===== src/rtl/sram_write_arbiter.sv =====
// Shares the contiguous_sram write port between delay_master writes and a zero-fill
// sequencer; delay writes have priority and the read channel passes straight through.
module sram_write_arbiter #(
  parameter int data_width    = 16,
  parameter int addr_width    = 14,
  parameter int sram_capacity = 8192
) (
  input  logic                  clk,
  input  logic                  reset,
  input  logic                  d_read,
  input  logic [addr_width-1:0] d_read_addr,
  output logic                  d_read_ready,
  output logic [data_width-1:0] d_data_out,
  output logic                  d_read_invalid,
  input  logic                  d_write,
  input  logic [addr_width-1:0] d_write_addr,
  input  logic [data_width-1:0] d_data_in,
  output logic                  d_write_ready,
  output logic                  d_write_invalid,
  input  logic                  clr_start,
  input  logic [addr_width-1:0] clr_base,
  input  logic [addr_width-1:0] clr_size,
  output logic                  clr_busy,
  output logic                  clr_done,
  output logic                  clr_error,
  output logic                  s_read,
  output logic [addr_width-1:0] s_read_addr,
  input  logic [data_width-1:0] s_data_out,
  input  logic                  s_read_ready,
  input  logic                  s_read_invalid,
  output logic                  s_write,
  output logic [addr_width-1:0] s_write_addr,
  output logic [data_width-1:0] s_data_in,
  input  logic                  s_write_ready,
  input  logic                  s_write_invalid
);

  typedef enum logic [1:0] {W_IDLE, W_DELAY, W_CLEAR} w_state_t;
  typedef enum logic [2:0] {C_IDLE, C_ISSUE, C_WAIT, C_DONE, C_ERR} c_state_t;

  localparam logic [addr_width:0] CAP = (addr_width+1)'(sram_capacity);

  w_state_t              w_state, w_next;
  c_state_t              c_state, c_next;
  logic                  pend_vld, pend_load, pend_clear;
  logic [addr_width-1:0] pend_addr;
  logic [data_width-1:0] pend_data;
  logic                  drop, drop_q;
  logic                  issue_en;
  logic [addr_width-1:0] issue_addr;
  logic [data_width-1:0] issue_data;
  logic                  clr_grant, clr_accept, clr_step;
  logic [addr_width-1:0] clr_ptr, clr_cnt;
  logic [addr_width:0]   clr_end;

  assign s_read         = d_read;
  assign s_read_addr    = d_read_addr;
  assign d_read_ready   = s_read_ready;
  assign d_data_out     = s_data_out;
  assign d_read_invalid = s_read_invalid;

  assign clr_end  = {1'b0, clr_base} + {1'b0, clr_size};
  assign clr_step = (c_state == C_WAIT) && (w_state == W_CLEAR) && s_write_ready;

  always_comb begin
    w_next     = w_state;
    c_next     = c_state;
    issue_en   = 1'b0;
    issue_addr = '0;
    issue_data = '0;
    pend_load  = 1'b0;
    pend_clear = 1'b0;
    drop       = 1'b0;
    clr_grant  = 1'b0;
    clr_accept = 1'b0;

    // write owner: pending entry, then fresh delay write, then clear write
    case (w_state)
      W_IDLE: begin
        if (pend_vld) begin
          issue_en   = 1'b1;
          issue_addr = pend_addr;
          issue_data = pend_data;
          w_next     = W_DELAY;
          pend_load  = d_write;
          pend_clear = !d_write;
        end else if (d_write) begin
          issue_en   = 1'b1;
          issue_addr = d_write_addr;
          issue_data = d_data_in;
          w_next     = W_DELAY;
        end else if (c_state == C_ISSUE) begin
          issue_en   = 1'b1;
          issue_addr = clr_ptr;
          w_next     = W_CLEAR;
          clr_grant  = 1'b1;
        end
      end
      default: begin
        if (s_write_ready || s_write_invalid) w_next = W_IDLE;
        if (d_write) begin
          if (pend_vld) drop = 1'b1;
          else          pend_load = 1'b1;
        end
      end
    endcase

    // zero-fill sequencer
    case (c_state)
      C_IDLE: begin
        if (clr_start) begin
          if (clr_size == '0 || clr_end > CAP) begin
            c_next = C_ERR;
          end else begin
            c_next     = C_ISSUE;
            clr_accept = 1'b1;
          end
        end
      end
      C_ISSUE: if (clr_grant) c_next = C_WAIT;
      C_WAIT: begin
        if (clr_step)
          c_next = (clr_cnt == addr_width'(1)) ? C_DONE : C_ISSUE;
        else if (w_state == W_CLEAR && s_write_invalid)
          c_next = C_ERR;
      end
      default: c_next = C_IDLE;
    endcase
  end

  always_ff @(posedge clk) begin
    if (!reset) begin
      w_state      <= W_IDLE;
      c_state      <= C_IDLE;
      pend_vld     <= 1'b0;
      drop_q       <= 1'b0;
      s_write      <= 1'b0;
      s_write_addr <= '0;
      s_data_in    <= '0;
    end else begin
      w_state  <= w_next;
      c_state  <= c_next;
      pend_vld <= pend_load | (pend_vld & ~pend_clear);
      drop_q   <= drop;
      s_write  <= issue_en;
      if (issue_en) begin
        s_write_addr <= issue_addr;
        s_data_in    <= issue_data;
      end
    end
  end

  always_ff @(posedge clk) begin
    if (pend_load) begin
      pend_addr <= d_write_addr;
      pend_data <= d_data_in;
    end
    if (clr_accept) begin
      clr_ptr <= clr_base;
      clr_cnt <= clr_size;
    end else if (clr_step) begin
      clr_ptr <= clr_ptr + addr_width'(1);
      clr_cnt <= clr_cnt - addr_width'(1);
    end
  end

  // clear-owned responses never reach the delay side
  assign d_write_ready   = reset & s_write_ready & (w_state == W_DELAY);
  assign d_write_invalid = reset & ((s_write_invalid & (w_state == W_DELAY)) | drop_q);
  assign clr_busy        = reset & ((c_state == C_ISSUE) || (c_state == C_WAIT));
  assign clr_done        = reset & (c_state == C_DONE);
  assign clr_error       = reset & (c_state == C_ERR);

endmodule

===== config.mk =====
export PLATFORM = sky130hd
export DESIGN_NAME = sram_write_arbiter
export DESIGN_NICKNAME = d
export VERILOG_FILES = /design/src/rtl/sram_write_arbiter.sv
export SDC_FILE = /design/constraint.sdc
export NUM_CORES = 1
export LEC_CHECK = 0
export ABC_AREA = 1
export CORE_AREA = 3 3 114 116
export CTS_BUF_LIST = sky130_fd_sc_hd__clkbuf_4 sky130_fd_sc_hd__clkbuf_8 sky130_fd_sc_hd__clkbuf_16
export DETAILED_ROUTE_END_ITERATION = 7
export DIE_AREA = 0 0 117 119
export MAX_ROUTING_LAYER = met4
export PLACE_DENSITY = 0.82
export SLEW_MARGIN = 10
export SYNTH_ARGS = -nofsm -noshare
export SYNTH_HDL_FRONTEND = slang
export SYNTH_SLANG_ARGS = --single-unit
export TNS_END_PERCENT = 20

===== constraint.sdc =====
create_clock -name clk -period 4.4 [get_ports clk]
set_input_delay 0.88 -clock clk [delete_from_list [all_inputs] [get_ports clk]]
set_output_delay 0.88 -clock clk [all_outputs]
set_load 0.03 [all_outputs]

==> impl_metrics.env, run 1 <==
export IMPL_outcome="complete, no violations"
export IMPL_worst_pin_slew_ps=780
export IMPL_grt_max_degree=61
export IMPL_drtAntennaViolNets=0
export IMPL_antenna_found_initial=0
export IMPL_num_rows=40
export IMPL_cts_buffer_depth=2
export IMPL_max_stage_delay_ps=500
export IMPL_drive_above_1_share_pct=4.35
export IMPL_slew_headroom_pct=47.7
export IMPL_area_growth_pct=21.5
export IMPL_synth_main_ff_cell="edfxtp_1"
export IMPL_root_buffer="clkbuf_16"
export IMPL_critPathSlowestCell="clkdlybuf4s50_1"
export IMPL_grt_pass1_wl_mm=21.9
export IMPL_synthXorXnorAreaFrac_pct=3.63
export IMPL_worstPathMaxFanout=40
export IMPL_hold_path_class="reg2reg"
export IMPL_ys_types=35
export IMPL_synth_simple_area_share_pct=22.8
export IMPL_synth_nets=807
export IMPL_num_vias=4862
export IMPL_setup_tns_ps=0
export IMPL_hold_violations=0
export IMPL_worstSetupEndpointType="register"
export IMPL_synth_fa_ha_area_share_pct=4.19
export IMPL_synth_area_leaders="edfxtp_1 31%, dfxtp_1 14%, nand2_1 10%"
export IMPL_crit_family="simple AND/OR/NAND/NOR gates"
export IMPL_ys_seq_area_share_pct=45.1
export IMPL_hpwl_mm=9.98
export IMPL_r2r_slack_ps=2100
export IMPL_initial_core_util_pct=46.2
export IMPL_multi_input_area_mm2=0.00235
export IMPL_synth_seq_cells=96
export IMPL_final_nets=868
export IMPL_rsz0062_at_grt="no"
export IMPL_grt_pass1_vias=4723
export IMPL_criticalPathCategory="in2reg"
export IMPL_cts_made_buffers=9
export IMPL_wl_per_cell_um=14.9
export IMPL_path_buf_inv=2
export IMPL_setup_ws_ps=941
export IMPL_drc=0
export IMPL_overflow=0
export IMPL_slew_violations=0
export IMPL_drt_iter0_markers=488
export IMPL_htree_levels=3
export IMPL_drt_wl_total_mm=13.5
export IMPL_synthCells=692
export IMPL_post_synth_top_count_cell="nand2_1"
export IMPL_firstDrtPassIters=6
export IMPL_ctsResizeCount=0
export IMPL_port_buffers=99
export IMPL_path_clk_slew_ps=60
export IMPL_synth_avg_cell_area_um2=8.02
export IMPL_post_cts_buffers=0
export IMPL_clkLatencyLatePin_ps=340
export IMPL_post_place_ws_ps=610
export IMPL_die_y_um=119
export IMPL_ctsHoldBuffers=0
export IMPL_yosys_warnings=0
export IMPL_die_w_um=117
export IMPL_dieArea_mm2=0.0139
export IMPL_maxCapViolCount=0
export IMPL_irDropWorstVdd_mv=0.203
export IMPL_cp_cell_sequence="clkdlybuf4s50_1, ha_1, fa_1, or2_2, nor2_1, nand3_1, nor2_1, nand3_1, nor2_1, nand3_1, nand2_1, nand4_2, buf_4, o21ai_0, o21ai_0"
export IMPL_ff_latch_area_mm2=0.00250
export IMPL_design_area_mm2=0.00674
export IMPL_cts_sinks=96
export IMPL_yosys_area_top_type="edfxtp_1"
export IMPL_groute_usage_overall_pct=20.2
export IMPL_cp_required_ps=4490
export IMPL_synth_top_family_by_area="simple AND/OR/NAND/NOR gates"
export IMPL_n_antenna_cell=0
export IMPL_synth_edf_count=58
export IMPL_globalplace_congestion=0.979
export IMPL_period_minus_slack_ps=3460
export IMPL_n_fill_cell=1109
export IMPL_crit_path_start_kind="input port"
export IMPL_synth_compound_area_share_pct=11.7
export IMPL_netlist_area_mm2=0.00555
export IMPL_postSynth_asyncResetShare_pct=0
export IMPL_yosys_area_top_type_share_pct=31.4
export IMPL_cts_tree="done"
export IMPL_powerDensity_mw_per_mm2=404
export IMPL_synth_area_mux_share_pct=0
export IMPL_dpl_cell_area_mm2=0.00643
export IMPL_cp_arrival_ps=3540
export IMPL_period_share_pct=78.6
export IMPL_fin_worst_skew_ps=5.47
export IMPL_yosys_top_cells_count="151 x nand2_1, 83 x inv_1, 64 x nand3_1, 58 x edfxtp_1, 53 x nor2_1"
export IMPL_io_pins=166
export IMPL_floorplan_core_area_mm2=0.0120
export IMPL_setup_viol=0
export IMPL_vias_per_cell=5.37
export IMPL_p_leak_nw=2.82
export IMPL_fmax_mhz=289
## metrics by stage
step / total power, W / hold slack (ps) / utilization, % / instances
after floorplan: 0.00170 / 484 / - / 692
after global placement: 0.00191 / 480 / 53.5 / 889
after detailed placement: 0.00192 / 480 / 53.5 / 889
after CTS: 0.00273 / 489 / 56.1 / 905
after global routing: 0.00286 / 515 / 56.1 / 905
final: 0.00272 / 486 / 56.1 / 905
## cells by family after synthesis
family	after synthesis
fa+ha+maj	18
simple gates	298
buf+inv	146
compound gates	111
flops	96
xor+xnor	23
## final timing paths
| kind | start | to | cells after the start |
|---|---|---|---|
| setup reg to reg | pend_vld | s_write_addr[1] | 7 |
| hold reg to reg | s_data_in[15] | s_data_in[15] | 2 |
| setup / recovery | clr_base[0] | clr_ptr[6] | 15 |
| hold / removal | s_data_in[15] | s_data_in[15] | 2 |
## sequential cells by signal, summed over array words and instances, names as in the netlist
name / flops
pend_vld: 1
pend_addr: 14
c_state: 3
s_data_in: 16
drop_q: 1
s_write: 1
clr_cnt: 14
s_write_addr: 14
w_state: 2
clr_ptr: 14
pend_data: 16
## metal layers
metal  part of all wire [%]  up-vias  track usage, %
li1                       -     2411               -
met1                     44     2254            26.0
met2                     47      179            32.5
met3                    7.0       18            2.64
met4                    1.8        0            7.60
met5                      0        -               -
## worst min-delay path, delay by kind of cell (launching register included)
kind	cells	cell delay (ps)
compound gates	1	40
flops	1	310
simple gates	1	90
## cells in the final DEF, fill, tap and decap left out, types with 2 or more instances in the layout
| master | n |
|---|---|
| a21oi_1 | 30 |
| a311oi_1 | 11 |
| a31oi_1 | 6 |
| a41oi_1 | 9 |
| buf_4 | 13 |
| clkbuf_16 | 10 |
| clkbuf_4 | 3 |
| clkdlybuf4s50_1 | 97 |
| clkinv_1 | 3 |
| clkinv_2 | 2 |
| dfxtp_1 | 38 |
| edfxtp_1 | 58 |
| ha_1 | 17 |
| inv_1 | 83 |
| nand2_1 | 151 |
| nand3_1 | 64 |
| nand4_1 | 8 |
| nor2_1 | 52 |
| nor3_1 | 13 |
| nor4_1 | 3 |
| o21ai_0 | 31 |
| o21ai_1 | 20 |
| xnor2_1 | 9 |
| xor2_1 | 14 |
## layout make-up
class / instances / area share, %
well taps: 147 / 2.73
multi-input cells: 450 / 34.9
flip-flops and latches: 96 / 37.1
clock buffers: 13 / 4.05
inverters: 86 / 4.79
clock inverters: 3 / 0.594
repair buffers: 110 / 15.8
## where the power goes
| group | switching (W) | internal [W] | total [W] |
|---|---|---|---|
| registers | 0.0000615 | 0.00110 | 0.00116 |
| clock network | 0.000321 | 0.000492 | 0.000814 |
| logic | 0.000460 | 0.000292 | 0.000752 |
(Power assumes the default switching activity.)
==> inputs of run 2 (changes only) <==
--- a/config.mk
+++ b/config.mk
@@ -6,12 +6,12 @@
 export NUM_CORES = 1
 export LEC_CHECK = 0
 export ABC_AREA = 1
-export CORE_AREA = 3 3 114 116
+export CORE_AREA = 3 3 118 120
 export CTS_BUF_LIST = sky130_fd_sc_hd__clkbuf_4 sky130_fd_sc_hd__clkbuf_8 sky130_fd_sc_hd__clkbuf_16
 export DETAILED_ROUTE_END_ITERATION = 7
-export DIE_AREA = 0 0 117 119
+export DIE_AREA = 0 0 121 123
 export MAX_ROUTING_LAYER = met4
-export PLACE_DENSITY = 0.82
+export PLACE_DENSITY = 0.8
 export SLEW_MARGIN = 10
 export SYNTH_ARGS = -nofsm -noshare
 export SYNTH_HDL_FRONTEND = slang
==> constraint.sdc (replaced) <==
create_clock -name clk -period 3.1 [get_ports clk]
set_input_delay 0.62 -clock clk [delete_from_list [all_inputs] [get_ports clk]]
set_output_delay 0.62 -clock clk [all_outputs]
set_load 0.03 [all_outputs]
==> run 2 against run 1 <==
Compared with the run above:
- non-clock buffer count up 39
- register-to-register slack got worse by 1200 ps
- setup slack got worse by 830 ps
- largest cell class unchanged
==> impl_metrics.env, run 2 (synthesis results as in run 1) <==
export IMPL_hpwl_mm=10.2
export IMPL_grt_pass1_wl_mm=22.1
export IMPL_worst_pin_slew_ps=524
export IMPL_slew_violations=0
export IMPL_setup_ws_ps=112
export IMPL_drt_iter0_markers=421
export IMPL_pwr_share_seq_pct=42.4
export IMPL_hold_path_class="reg2reg"
export IMPL_post_place_ws_ps=-397
export IMPL_drc=0
export IMPL_whs_ps=489
export IMPL_period_share_pct=96.4
export IMPL_irDropWorstVdd_mv=0.289
export IMPL_wl_per_cell_um=14.3
export IMPL_initial_core_util_pct=42.4
export IMPL_drive_above_1_share_pct=10.4
export IMPL_groute_usage_overall_pct=19.1
export IMPL_clkPwrFrac_pct=26.9
export IMPL_power_frac_comb_pct=30.6
export IMPL_cts_sinks=96
export IMPL_cp_required_ps=3190
export IMPL_fin_cells=973
export IMPL_num_vias=4924
export IMPL_reg_largest_list="pend_data: 16 flops, s_data_in: 16 flops"
export IMPL_fmax_mhz=335
export IMPL_worstPathMaxFanout=28
export IMPL_cts_tree="done"
export IMPL_slew_headroom_pct=64.8
export IMPL_n_antenna_cell=0
export IMPL_floorplan_core_area_mm2=0.0131
export IMPL_cts_buffer_depth=2
export IMPL_crit_path_start_kind="input port"
export IMPL_ctsHoldBuffers=0
export IMPL_outcome="complete, no violations"
export IMPL_port_buffers=99
export IMPL_internal_power_w=0.00264
export IMPL_area_growth_pct=29.3
export IMPL_hold_violations=0
export IMPL_fin_worst_skew_ps=5.03
export IMPL_drt_wl_total_mm=13.9
export IMPL_root_buffer="clkbuf_16"
export IMPL_drtAntennaViolNets=0
export IMPL_num_rows=42
export IMPL_vias_per_cell=5.06
export IMPL_criticalPathCategory="in2reg"
export IMPL_p_leak_nw=3.05
export IMPL_grt_max_degree=61
export IMPL_globalplace_congestion=0.884
export IMPL_netSwitchingPower_w=0.00123
export IMPL_cp_arrival_ps=3080
export IMPL_htree_levels=3
export IMPL_worstSetupEndpointType="register"
export IMPL_grt_pass1_vias=4659
export IMPL_powerDensity_mw_per_mm2=539
export IMPL_dp_cells=952
export IMPL_maxCapViolCount=0
export IMPL_firstDrtPassIters=6
export IMPL_period_minus_slack_ps=2990
export IMPL_design_area_mm2=0.00718
export IMPL_die_w_um=121
export IMPL_most_common_layout_cells="148 x nand2_1, 90 x clkdlybuf4s50_1, 83 x inv_1, 64 x nand3_1, 58 x edfxtp_1"
export IMPL_final_common_cell="nand2_1"
export IMPL_dieArea_mm2=0.0149
export IMPL_multi_input_area_mm2=0.00240
export IMPL_dpl_cell_area_mm2=0.00675
export IMPL_ff_latch_area_mm2=0.00250
export IMPL_io_pins=166
export IMPL_path_clk_slew_ps=60
export IMPL_setup_viol=0
export IMPL_overflow=0
export IMPL_antenna_found_initial=0
export IMPL_clkLatencyLatePin_ps=340
export IMPL_netSwitchingFraction_pct=31.7
export IMPL_n_fill_cell=1155
export IMPL_final_nets=907
export IMPL_die_y_um=123
export IMPL_cts_made_buffers=9
run 2: cell count changes in the layout (fill, tap and decap cells not counted), sizes merged, moves of 2 or more:
| cell | previous run | this run |
|---|---|---|
| dlygate4sd2 | 0 | 2 |
| inv | 83 | 86 |
| dlymetal6s2s | 0 | 2 |
| buf | 13 | 55 |
| clkdlybuf4s50 | 97 | 90 |
run 2: final timing paths:
path	startpoint	endpoint	slack [ps]	cells past startpoint
max	clr_base[0]	clr_ptr[5]	110	16
min	s_data_in[0]	s_data_in[0]	490	2
max reg2reg	clr_cnt[2]	clr_cnt[13]	900	10
min reg2reg	s_data_in[0]	s_data_in[0]	490	2
run 2: per-stage QoR:
stage / setup TNS (ps) / util, % / total power, W
floorplan: 0 / - / 0.00242
global placement: -17800 / 51.6 / 0.00275
detailed placement: -20180 / 51.6 / 0.00278
CTS: 0 / 54.6 / 0.00387
global route: -54.9 / 54.8 / 0.00407
finish: 0 / 54.8 / 0.00387
run 2: area by class of cell:
class	instances	area share (%)
inverter	86	4.50
clock inverter	4	0.366
multi-input combinational	450	33.4
timing repair buffer	149	20.3
tap	176	3.07
clock buffer	12	3.54
sequential	96	34.9
run 2: layer usage:
metal | part of all wire (%) | track usage [%] | wire length [um]
met1 | 44 | 23.2 | 6080
met2 | 47 | 32.7 | 6580
met3 | 7.0 | 3.02 | 975
met4 | 1.7 | 6.44 | 232
met5 | 0 | - | 0
run 2: power groups by stage:
stage	Combinational [W]	Clock [W]	Sequential, W
floorplan	0.000619	0	0.00180
global placement	0.00109	0	0.00166
detailed placement	0.00111	0	0.00167
CTS	0.00117	0.00106	0.00164
global route	0.00130	0.00111	0.00166
finish	0.00118	0.00104	0.00164
run 2: critical path, cell delays in order:
cell           delay [ps]
dlygate4sd2_1         220
ha_2                  200
fa_2                  430
or2_2                 290
nor2_2                110
nand3_1                80
nor2_1                120
nand3_1               120
nor2_1                130
nand3_1                90
nand2_2               100
nand4_4                90
buf_6                 160
buf_12                150
o21ai_1                90
o21ai_1                80
run 2: repair_timing:
item	CTS	global route
setup buffers	1	2
endpoints found under the hold margin	0	0
cloned	2	0
pin swaps	5	2
setup endpoints to repair	32	56
gates resized for setup	21	7
